File: src/rtl/data_bus_mailbox_pkg.sv
// Register map and bit positions for the data-bus mailbox.
// No logic; constants only.
// Shared by the top module and the bench-facing documentation of the window.
package data_bus_mailbox_pkg;

   // Word offsets within the 16-byte register window (address[3:2])
   typedef enum logic [1:0] {
      MBX_TXDATA  = 2'd0,
      MBX_RXDATA  = 2'd1,
      MBX_STATUS  = 2'd2,
      MBX_CONTROL = 2'd3
   } mbx_reg_e;

   // STATUS bit positions
   localparam int ST_TX_FULL  = 0;
   localparam int ST_TX_EMPTY = 1;
   localparam int ST_RX_FULL  = 2;
   localparam int ST_RX_EMPTY = 3;
   localparam int ST_TX_OVF   = 4;
   localparam int ST_RX_UNF   = 5;
   localparam int ST_TX_COUNT = 8;
   localparam int ST_RX_COUNT = 16;

   // CONTROL bit positions
   localparam int CTRL_FLUSH_TX  = 0;
   localparam int CTRL_FLUSH_RX  = 1;
   localparam int CTRL_CLR_STICK = 2;
   localparam int CTRL_IRQ_EN    = 3;

endpackage

File: src/rtl/mailbox_fifo.sv
// Synchronous FIFO, DEPTH entries (power of two, >= 2), with flush.
// Latency: a push at edge N is at the head after edge N; head is 0 while empty.
// Backpressure: push ignored when full, pop ignored when empty, both judged pre-edge.
module mailbox_fifo #(
   parameter int WIDTH = 8,
   parameter int DEPTH = 8,
   localparam int PW = $clog2(DEPTH),
   localparam int CW = PW + 1
) (
   input  logic             clock,
   input  logic             reset,
   input  logic             push,
   input  logic             pop,
   input  logic             flush,
   input  logic [WIDTH-1:0] data,
   output logic [WIDTH-1:0] head,
   output logic             full,
   output logic             empty,
   output logic [CW-1:0]    count
);

   logic [WIDTH-1:0] mem [DEPTH];
   logic [PW-1:0]    wr_ptr;
   logic [PW-1:0]    rd_ptr;
   logic             do_push;
   logic             do_pop;

   assign full    = (count == CW'(DEPTH));
   assign empty   = (count == '0);
   // Flush wins over any same-cycle push or pop
   assign do_push = push & ~full & ~flush;
   assign do_pop  = pop & ~empty & ~flush;
   // Head is forced to zero when empty so stale storage never leaks out
   assign head    = empty ? '0 : mem[rd_ptr];

   // Pointers wrap naturally at DEPTH; count tracks occupancy 0..DEPTH
   always_ff @(posedge clock) begin
      if (reset || flush) begin
         wr_ptr <= '0;
         rd_ptr <= '0;
         count  <= '0;
      end else begin
         if (do_push) wr_ptr <= wr_ptr + PW'(1);
         if (do_pop)  rd_ptr <= rd_ptr + PW'(1);
         count <= count + CW'(do_push) - CW'(do_pop);
      end
   end

   // Storage needs no reset; it is only visible through head when nonempty
   always_ff @(posedge clock) begin
      if (do_push && !reset) mem[wr_ptr] <= data;
   end

endmodule

File: src/rtl/data_bus_mailbox.sv
// Data-bus mailbox: byte TX/RX FIFOs behind a 4-register window; optional irq via DATA_BUS_MAILBOX_IRQ_EN.
// Latency: loads return combinationally; pushes, pops, flushes and flag updates commit at the edge.
// Backpressure: o_tx_valid/o_rx_ready come from registered FIFO state; full-TX stores drop and flag.
module data_bus_mailbox
   import data_bus_mailbox_pkg::*;
#(
   parameter logic [31:0] BASE_ADDR = 32'h8000_0000,
   parameter int          DEPTH     = 8,
   localparam int         CW        = $clog2(DEPTH) + 1
) (
   input  logic        clock,
   input  logic        reset,
   input  logic [31:0] address,
   input  logic        read_enable,
   input  logic        write_enable,
   input  logic [3:0]  byte_enable,
   input  logic [31:0] write_data,
   output logic [31:0] read_data,
   output logic [7:0]  o_tx_data,
   output logic        o_tx_valid,
   input  logic        i_tx_ready,
   input  logic [7:0]  i_rx_data,
   input  logic        i_rx_valid,
   output logic        o_rx_ready
`ifdef DATA_BUS_MAILBOX_IRQ_EN
   ,
   output logic        o_irq
`endif
);

   logic          hit;
   mbx_reg_e      off;
   logic          tx_wr;
   logic          rx_rd;
   logic          ctrl_wr;
   logic          tx_flush;
   logic          rx_flush;
   logic          clr_sticky;
   logic          tx_pop;
   logic          rx_push;
   logic [7:0]    tx_head;
   logic [7:0]    rx_head;
   logic          tx_full;
   logic          tx_empty;
   logic          rx_full;
   logic          rx_empty;
   logic [CW-1:0] tx_count;
   logic [CW-1:0] rx_count;
   logic          tx_ovf;
   logic          rx_unf;
   logic          irq_en;
   logic [31:0]   status;
   logic [31:0]   control;
   logic          unused;

   // Address decode; the low two byte-address bits are don't-care
   assign hit        = (address[31:4] == BASE_ADDR[31:4]);
   assign off        = mbx_reg_e'(address[3:2]);
   assign tx_wr      = hit & write_enable & byte_enable[0] & (off == MBX_TXDATA);
   assign rx_rd      = hit & read_enable & (off == MBX_RXDATA);
   assign ctrl_wr    = hit & write_enable & byte_enable[0] & (off == MBX_CONTROL);
   assign tx_flush   = ctrl_wr & write_data[CTRL_FLUSH_TX];
   assign rx_flush   = ctrl_wr & write_data[CTRL_FLUSH_RX];
   assign clr_sticky = ctrl_wr & write_data[CTRL_CLR_STICK];

   // Stream handshakes use only registered FIFO state for valid/ready
   assign o_tx_valid = ~tx_empty;
   assign o_tx_data  = tx_head;
   assign o_rx_ready = ~rx_full;
   assign tx_pop     = ~tx_empty & i_tx_ready;
   assign rx_push    = i_rx_valid & ~rx_full;

   mailbox_fifo #(.WIDTH(8), .DEPTH(DEPTH)) u_tx_fifo (
      .clock (clock),
      .reset (reset),
      .push  (tx_wr),
      .pop   (tx_pop),
      .flush (tx_flush),
      .data  (write_data[7:0]),
      .head  (tx_head),
      .full  (tx_full),
      .empty (tx_empty),
      .count (tx_count)
   );

   mailbox_fifo #(.WIDTH(8), .DEPTH(DEPTH)) u_rx_fifo (
      .clock (clock),
      .reset (reset),
      .push  (rx_push),
      .pop   (rx_rd),
      .flush (rx_flush),
      .data  (i_rx_data),
      .head  (rx_head),
      .full  (rx_full),
      .empty (rx_empty),
      .count (rx_count)
   );

   // Sticky error flags; set and clear can never coincide since they need different offsets
   always_ff @(posedge clock) begin
      if (reset) begin
         tx_ovf <= 1'b0;
         rx_unf <= 1'b0;
      end else begin
         if (clr_sticky) begin
            tx_ovf <= 1'b0;
            rx_unf <= 1'b0;
         end
         if (tx_wr && tx_full)  tx_ovf <= 1'b1;
         if (rx_rd && rx_empty) rx_unf <= 1'b1;
      end
   end

`ifdef DATA_BUS_MAILBOX_IRQ_EN
   // Interrupt enable bit and registered interrupt output
   always_ff @(posedge clock) begin
      if (reset) begin
         irq_en <= 1'b0;
         o_irq  <= 1'b0;
      end else begin
         if (ctrl_wr) irq_en <= write_data[CTRL_IRQ_EN];
         o_irq <= irq_en & (~rx_empty | tx_ovf | rx_unf);
      end
   end
`else
   assign irq_en = 1'b0;
`endif

   // STATUS and CONTROL read words
   always_comb begin
      status                       = '0;
      status[ST_TX_FULL]           = tx_full;
      status[ST_TX_EMPTY]          = tx_empty;
      status[ST_RX_FULL]           = rx_full;
      status[ST_RX_EMPTY]          = rx_empty;
      status[ST_TX_OVF]            = tx_ovf;
      status[ST_RX_UNF]            = rx_unf;
      status[ST_TX_COUNT +: CW]    = tx_count;
      status[ST_RX_COUNT +: CW]    = rx_count;
      control                      = '0;
      control[CTRL_IRQ_EN]         = irq_en;
   end

   // Load data mux; zero unless this window is addressed by a load
   always_comb begin
      read_data = '0;
      if (hit && read_enable) begin
         case (off)
            MBX_TXDATA:  read_data = '0;
            MBX_RXDATA:  read_data = {~rx_empty, 23'b0, rx_head};
            MBX_STATUS:  read_data = status;
            MBX_CONTROL: read_data = control;
            default:     read_data = '0;
         endcase
      end
   end

   assign unused = ^{address[1:0], byte_enable[3:1], write_data[31:8]};

endmodule

File: config.mk
export PLATFORM = sky130hd
export DESIGN_NAME = data_bus_mailbox
export DESIGN_NICKNAME = d
export VERILOG_FILES = /design/src/rtl/data_bus_mailbox_pkg.sv /design/src/rtl/mailbox_fifo.sv /design/src/rtl/data_bus_mailbox.sv
export SDC_FILE = /design/constraint.sdc
export NUM_CORES = 1
export LEC_CHECK = 0
export ABC_AREA = 1
export CAP_MARGIN = 0
export CORE_MARGIN = 4
export CORE_UTILIZATION = 40
export DETAILED_ROUTE_END_ITERATION = 8
export GPL_ROUTABILITY_DRIVEN = 0
export MAX_ROUTING_LAYER = met4
export PLACE_DENSITY = 0.65
export SETUP_SLACK_MARGIN = 0.2
export SYNTH_ARGS = -nofsm -noshare
export SYNTH_HDL_FRONTEND = slang
export SYNTH_SLANG_ARGS = --single-unit
File: constraint.sdc
create_clock -name clock -period 6.3 [get_ports clock]
set_clock_uncertainty 0.15 [all_clocks]
set_input_delay 0.63 -clock clock [delete_from_list [all_inputs] [get_ports clock]]
set_output_delay 0.63 -clock clock [all_outputs]
set_load 0.05 [all_outputs]
# After elaboration in Yosys (flattened, before gate mapping)
# Memories as Yosys holds them, arrays and structs flattened. A register that Yosys moved wholly into a read port is not among the register bits.
# Cells that the tools add are included.
[totals] rom_bits=0 latchBits=0 mem_bits_rw=128 input_bits=82 out_inout_bits=42 register_bits=22 memories=2 word_cells=78
[op_classes] mul=0 div_mod_pow=0 bitwise=25 n_eq_ne=6 reduce_logical=14 shifts=0 magnitude_cmp=0 add_sub_neg=8 n_mux=15
[mem_list] name="u_rx_fifo.mem" words=8 word_bits=8 rd=1 rd_clocked_by_memory_dff=1 write_ports=1 line_no="mailbox_fifo.sv:22" source="logic [WIDTH-1:0] mem [DEPTH];"
[mem_list] name="u_tx_fifo.mem" words=8 word_bits=8 rd=1 rd_clocked_by_memory_dff=1 write_ports=1 line_no="mailbox_fifo.sv:22"
[op_table] cell="one-hot mux 32 bit (3 select lines)" n=1
[op_table] cell="two-way mux 32 bit" n=1
[op_table] cell="equality test 28 bit, second input constant" n=1
[op_table] cell="bitwise AND 1 bit" n=19
[op_table] cell="two-way mux 8 bit" n=2
[op_table] cell="adder 3 x 1 -> 3 bit, second input constant" n=4
[op_table] cell="two-way mux 3 bit" n=4
[op_table] cell="adder 4 x 1 -> 4 bit" n=2
[op_table] cell="equality test 4 bit, second input constant" n=2
[op_table] cell="logical NOT 4 bit" n=2
[op_table] cell="subtractor 4 x 1 -> 4 bit" n=2
[op_table] cell="two-way mux 1 bit" n=7
[op_table] cell="NOT 1 bit" n=6
[op_table] cell="logical AND 1 bit" n=5
[op_table] cell="equality test 2 bit, second input constant" n=2
[op_table] cell="nonzero test 2 bit" n=2
[op_table] cell="equality test 2 x 1 -> 1 bit, second input constant" n=1
[op_table] cell="logical NOT 2 bit" n=1
[op_table] cell="logical OR 1 bit" n=2
[op_table] cell="OR reduction 2 bit" n=1
[op_table] cell="logical NOT 1 bit" n=1

# Depth between registers and ports, before layout
# Gate-level depths: netlist (run 1).
[logic_depth] ltp_word=10 mapped_depth=15 mapped_depth_nobuf=15

# Modules after synthesis
# From an unflattened synthesis (run 1), not the netlist that was laid out.
[unflattened] hier_cells=867 hier_area_um2=7759.9
[modules_own_cells] mod="mailbox_fifo" seq_area_each_um2=2182.1 cells_each=377 area_per_inst_um2=3588.4 n_inst=2
[modules_own_cells] mod="data_bus_mailbox" seq_area_each_um2=40.0 cells_each=113 area_per_inst_um2=583.1 n_inst=1

# Worst setup path after synthesis (run 1)
# Ideal clock, no wire load.
[synth_timing] path_type="input port to output port" start="input port address[27]" end="output port read_data[3]" required_time_ns=5.520 path_slack_ns=3.018 path_stages=7 n_path_buf=0 t_arrival_ns=2.502 cell_sequence="nor2_1 > nand2_1 > nor2_2 > nand2_2 > nor2_8 > nand2_4 > o31ai_1"
[synth_between] elab_chain_len=3
[synth_rtl] item="start: declaration" line_no="data_bus_mailbox.sv:13" source="input logic [31:0] address,"
[synth_rtl] item="equality test 28 bit" line_no="data_bus_mailbox.sv:57" source="assign hit = (address[31:4] == BASE_ADDR[31:4]);"
[synth_rtl] item="logical AND 1 bit" line_no="data_bus_mailbox.sv:147" source="if (hit && read_enable) begin"
[synth_rtl] item="two-way mux 32 bit" line_no="data_bus_mailbox.sv:147"
[synth_rtl] item="end: declaration" line_no="data_bus_mailbox.sv:18" source="output logic [31:0] read_data,"
# Every way passes these cells.

==> results.txt, run 1 <==
----------------------------------------------------
[Status]
  Run status ... complete, no violations

[Cells and area]
  Layout cell share with drive strength beyond 1 ... ~7.5%
  Final standard cell count with taps included and fillers excluded ... 1,011
  Area Growth Syn to Fin ... 21.53%
  Most frequent standard cell in the layout excluding fill and tap cells ... nor2_1
  Antenna diodes ... 0
  Highest-count cells in the layout ignoring fill and taps ... nor2_1 (179), edfxtp_1 (128), clkdlybuf4s50_1 (79), nand2_1 (71), inv_1 (59)
  Post-layout net count ... between 800 and 900

[Floorplan]
  Die outline height ... ~140 um
  Die footprint ... between 20,000 and 25,000 um^2
  Chip Width ... 141.6 um
  Site row count ... between 40 and 50
  Starting utilization of the core area ... 40.97%
  Core footprint ... about 17,000 um^2
  Number of primary I/O pins ... around 120

[Synth]
  Syn Area/Cell ... 10.28 um^2
  Yosys top cell area share ... between 50% and 60%
  Cell count after synthesis ... slightly below 700
  Synth cell types ... 31
  Flops & latches, synth ... roughly 160
  Cell type with the largest total area after synthesis ... edfxtp_1
  Cells taking the most area after synthesis ... edfxtp_1 (54%), nor2_1 (9.4%), dfxtp_1 (7.9%)
  Cell area after synthesis ... about 7100 um^2
  Proportion of synthesized chip area in sequential cells ... about three fifths
  Yosys warnings ... 0

[Global routing]
  First-pass GRT wire length ... 24.54 mm
  Number of global-route vias before repair ... approximately 4,600
  Overflow left after global routing ... 0
  Total global routing track utilization ... between 10% and 20%
  Maximum number of pins on one net before global-route repair ... 34
  Number of antenna violations at the first check in global routing ... 0

[Drt]
  Total wire length after detailed routing ... around 15 mm
  Via count of the routed design ... about 4,900
  TritonRoute pass-1 iters ... 4
  Number of DRC markers after the initial detailed-route iteration ... a little under 300
  Count of nets left with antenna violations after detail routing ... 0
  Post-DR wirelength/cell ... between 15 and 20 um
  Via density per instance ... about 4.8
  DRC violation count after routing ... 0

[Critical path]
  Startpoint-to-endpoint class of the critical path ... reg -> out
  Critical Path End Type ... primary output
  Startpoint class of the critical path ... flop
  Crit-path max FO ... 33
  Required time at the worst-slack endpoint ... 5.52 ns
  Worst EP arrival ... between 3 and 4 ns

[STA]
  Slew headroom ... around 29%
  Post-route setup slack ... around 2.2 ns
  Post-route fraction of the period consumed by the critical path ... approximately 64%
  Maximum frequency from static timing analysis ... between 200 and 250 MHz
  Finish-stage setup viols ... 0
  Measured slew at the worst slew-check pin ... between 1 and 1.5 ns
  RSZ-0062 raised after global routing ... no
  Number of hold violations in the final report ... 0
  Shortest period the worst path allows ... between 4 and 5 ns
  Summed negative setup slack over all endpoints ... 0 ns
  Slew Viols, Final ... 0

[Place]
  Number of buffers added on ports ... a little under 80
  Total half-perimeter wirelength after legalization and detailed placement ... 10.23 mm
  Placed Instances ... around 980
  Minimum setup slack after placement ... 2.335 ns

[Clock tree]
  CTS tree ... yes
  Number of clock buffers inserted by TritonCTS ... 17
  Post-CTS setup repair buffer count ... 0
  Number of clock sinks ... 156
  # hold bufs at CTS ... 0
  Clock latency on the worst-skew pair ... 0.42 ns
  Cells resized by post-CTS repair ... 0
  Number of levels the H-tree was split into ... 4
  Clock root buffer master ... clkbuf_16
  Deepest clock path buffer count ... 2
  Clock Pin Slew Worst Setup and Hold Paths ... around 0.060 ns

[Pwr]
  Maximum vdd ir drop ... 0.2870 mV
  Pwr Density ... 342.8 nW/um^2
  Leak ... 3.203 nW

[Run]
  Max_cap viols ... 0

[Min path]
  Worst hold path type ... reg -> reg

----------------------------------------------------
## Yosys cell counts, drive strengths merged
| master | n |
|---|---|
| nor2 | 185 |
| ha | 15 |
| edfxtp | 128 |
| nand2 | 77 |
| conb | 1 |
| o211ai | 12 |
| or2 | 5 |
| nand4 | 13 |
| nand3 | 14 |
| dfxtp | 28 |
| nor3 | 12 |
| clkbuf | 13 |
| o31ai | 1 |
| nand3b | 1 |
| a21oi | 19 |
| xor2 | 5 |
| o21ai | 55 |
| buf | 25 |
| o32ai | 20 |
| inv | 62 |
| clkinv | 1 |
| fa | 2 |
## cells by family (layout without fill, tap and decap cells)
family / Yosys count / after routing / share of synthesized area [%]
AND/OR/NAND/NOR: 307 / 307 / 19.01
flip-flops: 156 / 156 / 61.72
AO/OA/AOI/OAI: 107 / 107 / 9.013
buffers and inverters: 101 / 179 / 6.400
adder cells (fa/ha/maj): 17 / 17 / 3.191
XOR/XNOR: 5 / 5 / 0.6137
other: 1 / 15 / 0.05255
## flip-flops by register name, summed over array words and instances (netlist names), named ones only
signal	flops
u_tx_fifo.wr_ptr	3
u_rx_fifo.wr_ptr	3
tx_ovf	1
u_tx_fifo.rd_ptr	3
u_rx_fifo.mem	64
u_rx_fifo.rd_ptr	3
rx_unf	1
u_tx_fifo.mem	64
u_tx_fifo.count	4
u_rx_fifo.count	4
## path summary, 6_finish.rpt
path,start,to,slack (ns),cells past startpoint
max,flop,read_data[5],2.24,9
min,tx_ovf,tx_ovf,0.31,2
max reg2reg,u_tx_fifo.count[2],u_tx_fifo.count[2],3.58,14
min reg2reg,tx_ovf,tx_ovf,0.31,2
## cell type report
type / count / area, um^2
clock buffer: 20 / 436.7
clock inverter: 12 / 147.6
fill: 1571 / 8745
inverter: 63 / 236.5
multi-input combinational: 451 / 2337
sequential: 156 / 4404
tap: 225 / 281.5
timing repair buffer: 84 / 828.3
## power breakdown
group,switching (mW),total (mW),internal (mW)
registers,0.0400,1.20,1.16
logic,0.500,0.767,0.267
clock network,0.386,1.01,0.619
total,0.927,2.97,2.05
## worst max-delay path, stage by stage, from the launching register on
cell and delay, ns:
dfxtp_1 0.30, buf_4 0.22, inv_1 0.75, nor2_1 0.07
nor2_1 0.11, o21ai_0 0.10, o211ai_1 0.10, o211ai_1 0.18
a21oi_1 0.17, clkdlybuf4s50_1 0.85
## per-layer routing
| metal | wire length (um) | track usage, % | share of wire, % | vias to the layer above |
|---|---|---|---|---|
| met4 | 154 | 5.000 | 0.99 | 0 |
| li1 | - | - | - | 2513 |
| met5 | 0 | - | 0 | - |
| met2 | 7986 | 27.86 | 52 | 100 |
| met3 | 701 | 3.707 | 4.5 | 17 |
| met1 | 6639 | 19.60 | 43 | 2265 |
## metrics by stage
stage	hold WS, ns	util, %	power [mW]	cell area, um^2
finish	0.3125	49.79	2.973	8672
global route	0.3343	49.79	3.129	8672
CTS	0.3144	49.79	3.000	8672
detailed placement	0.3051	46.44	1.991	8088
global placement	0.2985	46.44	1.984	8088
floorplan	0.2849	-	1.760	7188
Power figures use the tool's default switching activity.
==> inputs of run 2 (changes only) <==
--- a/config.mk
+++ b/config.mk
@@ -12,7 +12,7 @@
 export DETAILED_ROUTE_END_ITERATION = 8
 export GPL_ROUTABILITY_DRIVEN = 0
 export MAX_ROUTING_LAYER = met4
-export PLACE_DENSITY = 0.65
+export PLACE_DENSITY = 0.68
 export SETUP_SLACK_MARGIN = 0.2
 export SYNTH_ARGS = -nofsm -noshare
 export SYNTH_HDL_FRONTEND = slang
==> constraint.sdc (replaced) <==
create_clock -name clock -period 3.6 [get_ports clock]
set_clock_uncertainty 0.15 [all_clocks]
set_input_delay 0.36 -clock clock [delete_from_list [all_inputs] [get_ports clock]]
set_output_delay 0.36 -clock clock [all_outputs]
set_load 0.05 [all_outputs]
==> results.txt, run 2 (synthesis gave the netlist of run 1 again) <==
----------------------------------------------------
[Status]
  Run status ... complete, no violations (unchanged)

[Critical path]
  Critical Path End Type ... primary output (unchanged)
  Required time at the worst-slack endpoint ... 3.09 ns (was 5.52 ns)
  Setup slack, reg-to-reg ... 0.93 ns (was 3.58 ns)
  Length in cells of the worst reg-to-reg path ... 14 (unchanged)
  Critical register-to-register path startpoint ... u_tx_fifo.count[2] (unchanged)
  Startpoint-to-endpoint class of the critical path ... reg -> out (unchanged)
  Startpoint class of the critical path ... flop (unchanged)
  Worst EP arrival ... 2.70 ns (was 3.28 ns)
  Crit-path max FO ... 21 (was 33)
  Crit Reg-Reg Endpoint ... u_tx_fifo.count[2] (unchanged)

[Floorplan]
  Starting utilization of the core area ... 40.97% (unchanged)
  Site row count ... 48 (unchanged)
  Die outline height ... 141.6 um (unchanged)
  Chip Width ... 141.6 um (unchanged)
  Core footprint ... 17,420 um^2 (unchanged)
  Die footprint ... 20,040 um^2 (unchanged)
  Number of primary I/O pins ... 124 (unchanged)

[STA]
  Shortest period the worst path allows ... between 3 and 4 ns
  Slew Viols, Final ... 0 (unchanged)
  Measured slew at the worst slew-check pin ... 0.5608 ns (was 1.059 ns)
  Summed negative setup slack over all endpoints ... 0 ns (unchanged)
  Maximum frequency from static timing analysis ... between 300 and 400 MHz
  Post-route fraction of the period consumed by the critical path ... a little under 90%
  Slew headroom ... 62.62% (was 29.29%)
  RSZ-0062 raised after global routing ... no (unchanged)
  Post-route setup slack ... 0.3922 ns (was 2.239 ns)
  Number of hold violations in the final report ... 0 (unchanged)
  Finish-stage setup viols ... 0 (unchanged)

[Place]
  Minimum setup slack after placement ... 0.4500 ns (was 2.335 ns)
  Total half-perimeter wirelength after legalization and detailed placement ... 10.54 mm (was 10.23 mm)
  Post-place instance area ... 8253 um^2 (was 8088 um^2)
  Number of buffers added on ports ... 79 (unchanged)

[Drt]
  Post-DR wirelength/cell ... 14.66 um (was 15.31 um)
  Number of DRC markers after the initial detailed-route iteration ... 340 (was 298)
  DRC violation count after routing ... 0 (unchanged)
  Via density per instance ... 4.881 (was 4.842)
  Count of nets left with antenna violations after detail routing ... 0 (unchanged)
  Total wire length after detailed routing ... 15.14 mm (was 15.48 mm)
  TritonRoute pass-1 iters ... 4 (unchanged)
  Via count of the routed design ... 5,042 (was 4,895)

[Pwr]
  Maximum vdd ir drop ... 0.5657 mV (was 0.2870 mV)
  Total chip power ... 5.174 mW (was 2.973 mW)
  Leak ... 3.422 nW (was 3.203 nW)
  Pwr Density ... 585.0 nW/um^2 (was 342.8 nW/um^2)
  Sequential share of power ... 40.8% (was 40.4%)
  Combinational Power Share ... 26.1% (was 25.8%)
  Proportion of total power due to net switching ... 31.84% (was 31.17%)
  Share of total power in the clock network ... 33.0% (was 33.8%)
  Switching power of the nets ... 1.647 mW (was 0.9266 mW)
  Cell internal pwr ... 3.527 mW (was 2.046 mW)

[Clock tree]
  Clock root buffer master ... clkbuf_16 (unchanged)
  Deepest clock path buffer count ... 2 (unchanged)
  Clock Pin Slew Worst Setup and Hold Paths ... 0.06 ns (about the same)
  # hold bufs at CTS ... 0 (unchanged)
  Number of clock sinks ... 156 (unchanged)
  Number of levels the H-tree was split into ... 4 (unchanged)
  Number of clock buffers inserted by TritonCTS ... 17 (unchanged)
  Clock latency on the worst-skew pair ... 0.42 ns (about the same)
  CTS tree ... yes (unchanged)

[Cells and area]
  Post-layout net count ... 894 (was 872)
  Final cell area excluding filler cells ... 8845 um^2 (was 8672 um^2)
  Layout cell share with drive strength beyond 1 ... 11.26% (was 7.506%)
  Highest-count cells in the layout ignoring fill and taps ... nor2_1 (179), edfxtp_1 (128), nand2_1 (71), clkdlybuf4s50_1 (67), inv_1 (59) (was nor2_1 (179), edfxtp_1 (128), clkdlybuf4s50_1 (79), nand2_1 (71), inv_1 (59))
  Area Growth Syn to Fin ... 23.95% (was 21.53%)
  Most frequent standard cell in the layout excluding fill and tap cells ... nor2_1 (unchanged)
  Antenna diodes ... 0 (unchanged)
  Post-layout utilization of the core ... 50.78% (was 49.79%)
  Largest regs ... u_rx_fifo.mem (64), u_tx_fifo.mem (64) (unchanged)

[Global routing]
  Number of antenna violations at the first check in global routing ... 0 (unchanged)
  Total global routing track utilization ... 16.34% (was 16.42%)
  First-pass GRT wire length ... 24.66 mm (was 24.54 mm)
  Maximum number of pins on one net before global-route repair ... 33 (was 34)
  Overflow left after global routing ... 0 (unchanged)
  Number of global-route vias before repair ... 4,912 (was 4,623)

[Min path]
  Worst hold path type ... reg -> reg (unchanged)
  Hold_sp ... tx_ovf (unchanged)
  Hold Crit Endpoint ... tx_ovf (unchanged)
  WHS Path Cells ... 2 (unchanged)

[Run]
  Max_cap viols ... 0 (unchanged)

----------------------------------------------------
[run 2: cell types whose count changed in the layout (fill, tap and decap cells not counted), moves of 3 or more]
cell / before / now
clkdlybuf4s50_1: 79 / 67
clkbuf_1: 3 / 0
dlymetal6s2s_1: 0 / 6
buf_4: 5 / 31
[run 2: timing repair]
action	4_1_cts	5_1_grt
endpoints found under the hold margin	0	0
endpoints found under the setup margin	9	6
setup buffers	0	0
gates resized for setup	2	6
[run 2: critical path, cell delays in order (launching register included)]
cell and delay (ns):
dfxtp_1 0.60, buf_4 0.34, nor2_1 0.08, o32ai_1 0.24
o21ai_0 0.11, nor2_1 0.09, clkdlybuf4s50_1 0.80
[run 2: metal layers]
metal / wire length (um) / up-vias / track usage [%]
li1: - / 2549 / -
met1: 6522 / 2343 / 19.27
met2: 7559 / 129 / 27.38
met3: 753 / 21 / 4.213
met4: 305 / 0 / 5.455
met5: 0 / - / -
[run 2: worst max path at each step]
| stage | startpoint | cells after the start | slack (ns) | endpoint |
|---|---|---|---|---|
| 4_1_cts | flop | 6 | 0.28 | o_tx_data[0] |
| 6_report | flop | 6 | 0.39 | o_tx_data[4] |
| 5_1_grt | flop | 6 | 0.21 | o_tx_data[1] |
| 3_3_place_gp | address[27] | 9 | 0.47 | read_data[17] |
| 2_1_floorplan | address[27] | 7 | 0.86 | read_data[3] |
| 3_5_place_dp | address[11] | 9 | 0.45 | read_data[19] |
[run 2: metrics by stage]
step           hold slack, ns  instances
3_5_place_dp           0.3064       1001
5_1_grt                0.3277       1033
2_1_floorplan          0.2791        708
6_report               0.3144       1033
4_1_cts                0.3161       1033
3_3_place_gp           0.3012       1001
[run 2: area by class of cell]
cell class,instances,area [um^2]
Inverter,63,236.5
Timing Repair Buffer,106,1018
Clock inverter,15,148.9
Clock buffer,17,425.4
Multi-Input combinational cell,451,2327
Fill cell,1545,8572
Tap cell,225,281.5
Sequential cell,156,4407
[run 2: power groups by stage]
stage	Combinational (mW)	Clock, mW	Sequential, mW
6_report	1.35	1.71	2.11
5_1_grt	1.50	1.82	2.13
4_1_cts	1.36	1.74	2.11
3_5_place_dp	1.36	0	2.15
3_3_place_gp	1.34	0	2.15
2_1_floorplan	0.978	0	2.10
==> inputs of run 3 (changes only) <==
--- a/config.mk
+++ b/config.mk
@@ -17,3 +17,4 @@
 export SYNTH_ARGS = -nofsm -noshare
 export SYNTH_HDL_FRONTEND = slang
 export SYNTH_SLANG_ARGS = --single-unit
+export TNS_END_PERCENT = 10
==> results.txt, run 3 (synthesis gave the netlist of run 1 again) <==
----------------------------------------------------
[Critical path]
  Most Frequent Cell on Critical Path ... nor2_1 (unchanged)
  Startpoint class of the critical path ... flop (unchanged)
  Cell-by-cell listing of the critical path ... buf_4, nor2_1, o32ai_1, o21ai_0, nor2_1, clkdlybuf4s50_1 (unchanged)
  Setup slack, reg-to-reg ... 0.92 ns (was 0.93 ns)
  Required time at the worst-slack endpoint ... 3.09 ns (about the same)
  Crit-path max FO ... 21 (unchanged)
  Critical Path End Type ... primary output (unchanged)
  Worst EP arrival ... 2.78 ns (was 2.70 ns)
  Startpoint-to-endpoint class of the critical path ... reg -> out (unchanged)
  Slowest stage cell on the critical path ... clkdlybuf4s50_1 (unchanged)
  Highest cell delay on the worst timing path ... 0.81 ns (was 0.80 ns)

[Cells and area]
  Largest regs ... u_rx_fifo.mem (64), u_tx_fifo.mem (64) (unchanged)
  Post-layout net count ... 894 (unchanged)
  Sequential Area ... 4407 um^2 (unchanged)
  Post-layout utilization of the core ... 50.71% (was 50.78%)
  Layout cell share with drive strength beyond 1 ... 11.26% (unchanged)
  Antenna diodes ... 0 (unchanged)
  Area Growth Syn to Fin ... 23.78% (was 23.95%)
  Fill cell count ... 1,547 (was 1,545)
  Highest-count cells in the layout ignoring fill and taps ... nor2_1 (179), edfxtp_1 (128), clkdlybuf4s50_1 (72), nand2_1 (71), inv_1 (59) (was nor2_1 (179), edfxtp_1 (128), nand2_1 (71), clkdlybuf4s50_1 (67), inv_1 (59))
  Area of the multi-input gates ... 2327 um^2 (unchanged)
  Most frequent standard cell in the layout excluding fill and tap cells ... nor2_1 (unchanged)

[Global routing]
  First-pass GRT wire length ... 24.66 mm (unchanged)
  Number of antenna violations at the first check in global routing ... 0 (unchanged)
  Overflow left after global routing ... 0 (unchanged)
  Total global routing track utilization ... 16.34% (unchanged)
  Maximum number of pins on one net before global-route repair ... 33 (unchanged)
  Number of global-route vias before repair ... 4,912 (unchanged)

[Pwr]
  Leak ... 3.345 nW (was 3.422 nW)
  Maximum vdd ir drop ... 0.5843 mV (was 0.5657 mV)
  Pwr Density ... 586.6 nW/um^2 (was 585.0 nW/um^2)

[Drt]
  TritonRoute pass-1 iters ... 5 (was 4)
  Via density per instance ... 4.888 (was 4.881)
  Via count of the routed design ... 5,049 (was 5,042)
  Number of DRC markers after the initial detailed-route iteration ... 378 (was 340)
  Count of nets left with antenna violations after detail routing ... 0 (unchanged)
  Post-DR wirelength/cell ... 14.67 um (was 14.66 um)
  DRC violation count after routing ... 0 (unchanged)
  Total wire length after detailed routing ... 15.15 mm (was 15.14 mm)

[Floorplan]
  Starting utilization of the core area ... 40.97% (unchanged)
  Site row count ... 48 (unchanged)
  Die outline height ... 141.6 um (unchanged)
  Core footprint ... 17,420 um^2 (unchanged)
  Number of primary I/O pins ... 124 (unchanged)
  Die footprint ... 20,040 um^2 (unchanged)
  Chip Width ... 141.6 um (unchanged)

[STA]
  Measured slew at the worst slew-check pin ... 0.5430 ns (was 0.5608 ns)
  Summed negative setup slack over all endpoints ... 0 ns (unchanged)
  RSZ-0062 raised after global routing ... yes (was no)
  Slew headroom ... 63.68% (was 62.62%)
  Number of hold violations in the final report ... 0 (unchanged)
  Slew Viols, Final ... 0 (unchanged)
  Shortest period the worst path allows ... 3.295 ns (was 3.208 ns)
  Post-route fraction of the period consumed by the critical path ... 91.52% (was 89.10%)
  Finish-stage setup viols ... 0 (unchanged)
  Maximum frequency from static timing analysis ... 303.5 MHz (was 311.7 MHz)

[Status]
  Run status ... complete, no violations (unchanged)

[Clock tree]
  Clock latency on the worst-skew pair ... 0.42 ns (about the same)
  # hold bufs at CTS ... 0 (unchanged)
  Number of clock buffers inserted by TritonCTS ... 17 (unchanged)
  Deepest clock path buffer count ... 2 (unchanged)
  CTS tree ... yes (unchanged)
  Number of clock sinks ... 156 (unchanged)
  Post-CTS setup repair buffer count ... 0 (unchanged)
  Clock root buffer master ... clkbuf_16 (unchanged)
  Clock Pin Slew Worst Setup and Hold Paths ... 0.06 ns (about the same)
  Number of levels the H-tree was split into ... 4 (unchanged)

[Place]
  Number of buffers added on ports ... 79 (unchanged)
  Total half-perimeter wirelength after legalization and detailed placement ... 10.54 mm (unchanged)

[Run]
  Max_cap viols ... 0 (unchanged)

[Min path]
  Worst hold path type ... reg -> reg (unchanged)

----------------------------------------------------
==> run 3: cell types whose count changed in the layout (fill, tap and decap cells not counted), sizes merged <==
| cell | previous run | this run |
|---|---|---|
| dlymetal6s2s | 6 | 1 |
| clkdlybuf4s50 | 67 | 72 |
==> run 3: cell type report <==
cell class / count / share of cell area (%)
clock buffers: 17 / 4.817
clock inverters: 15 / 1.686
inverters: 63 / 2.677
multi-input cells: 451 / 26.35
flip-flops and latches: 156 / 49.89
well taps: 225 / 3.187
repair buffers: 106 / 11.39
==> run 3: worst max-delay path, delay by kind of cell (launching register included) <==
kind	cells	cell delay, ns
AND/OR/NAND/NOR	2	0.20
AO/OA/AOI/OAI	2	0.41
buffers and inverters	2	1.15
flip-flops	1	0.60
==> run 3: metrics by stage <==
step	total power, mW	area [um^2]	worst slack [ns]	hold slack [ns]	instances
6_report	5.181	8832	0.3053	0.3147	1033
3_3_place_gp	3.482	8253	0.4740	0.3012	1001
2_1_floorplan	3.080	7188	0.8581	0.2791	708
3_5_place_dp	3.506	8253	0.4500	0.3064	1001
5_1_grt	5.450	8832	0.1196	0.3277	1033
4_1_cts	5.215	8828	0.1509	0.3161	1033
==> run 3: final timing paths <==
kind,end,cells past startpoint,startpoint
max,o_tx_data[0],6,flop
min,tx_ovf,2,tx_ovf
max reg2reg,u_tx_fifo.count[2],14,u_tx_fifo.count[2]
min reg2reg,tx_ovf,2,tx_ovf
==> run 3: metal layers <==
layer | vias to the layer above | global-route usage [%] | share of wire [%]
li1 | 2549 | - | -
met1 | 2360 | 19.27 | 44
met2 | 120 | 27.38 | 50
met3 | 20 | 4.213 | 4.3
met4 | 0 | 5.455 | 2.0
met5 | - | - | 0
==> run 3: timing repair <==
item                       4_1_cts  5_1_grt
setup endpoints to repair        9        7
cloned                           0        0
resized for setup                1        2
pin swaps                        0        0
==> run 3: power by group <==
group          switching, mW  total, mW  internal [mW]
clock network          0.697       1.71           1.01
logic                  0.873       1.36          0.483
registers             0.0815       2.11           2.03
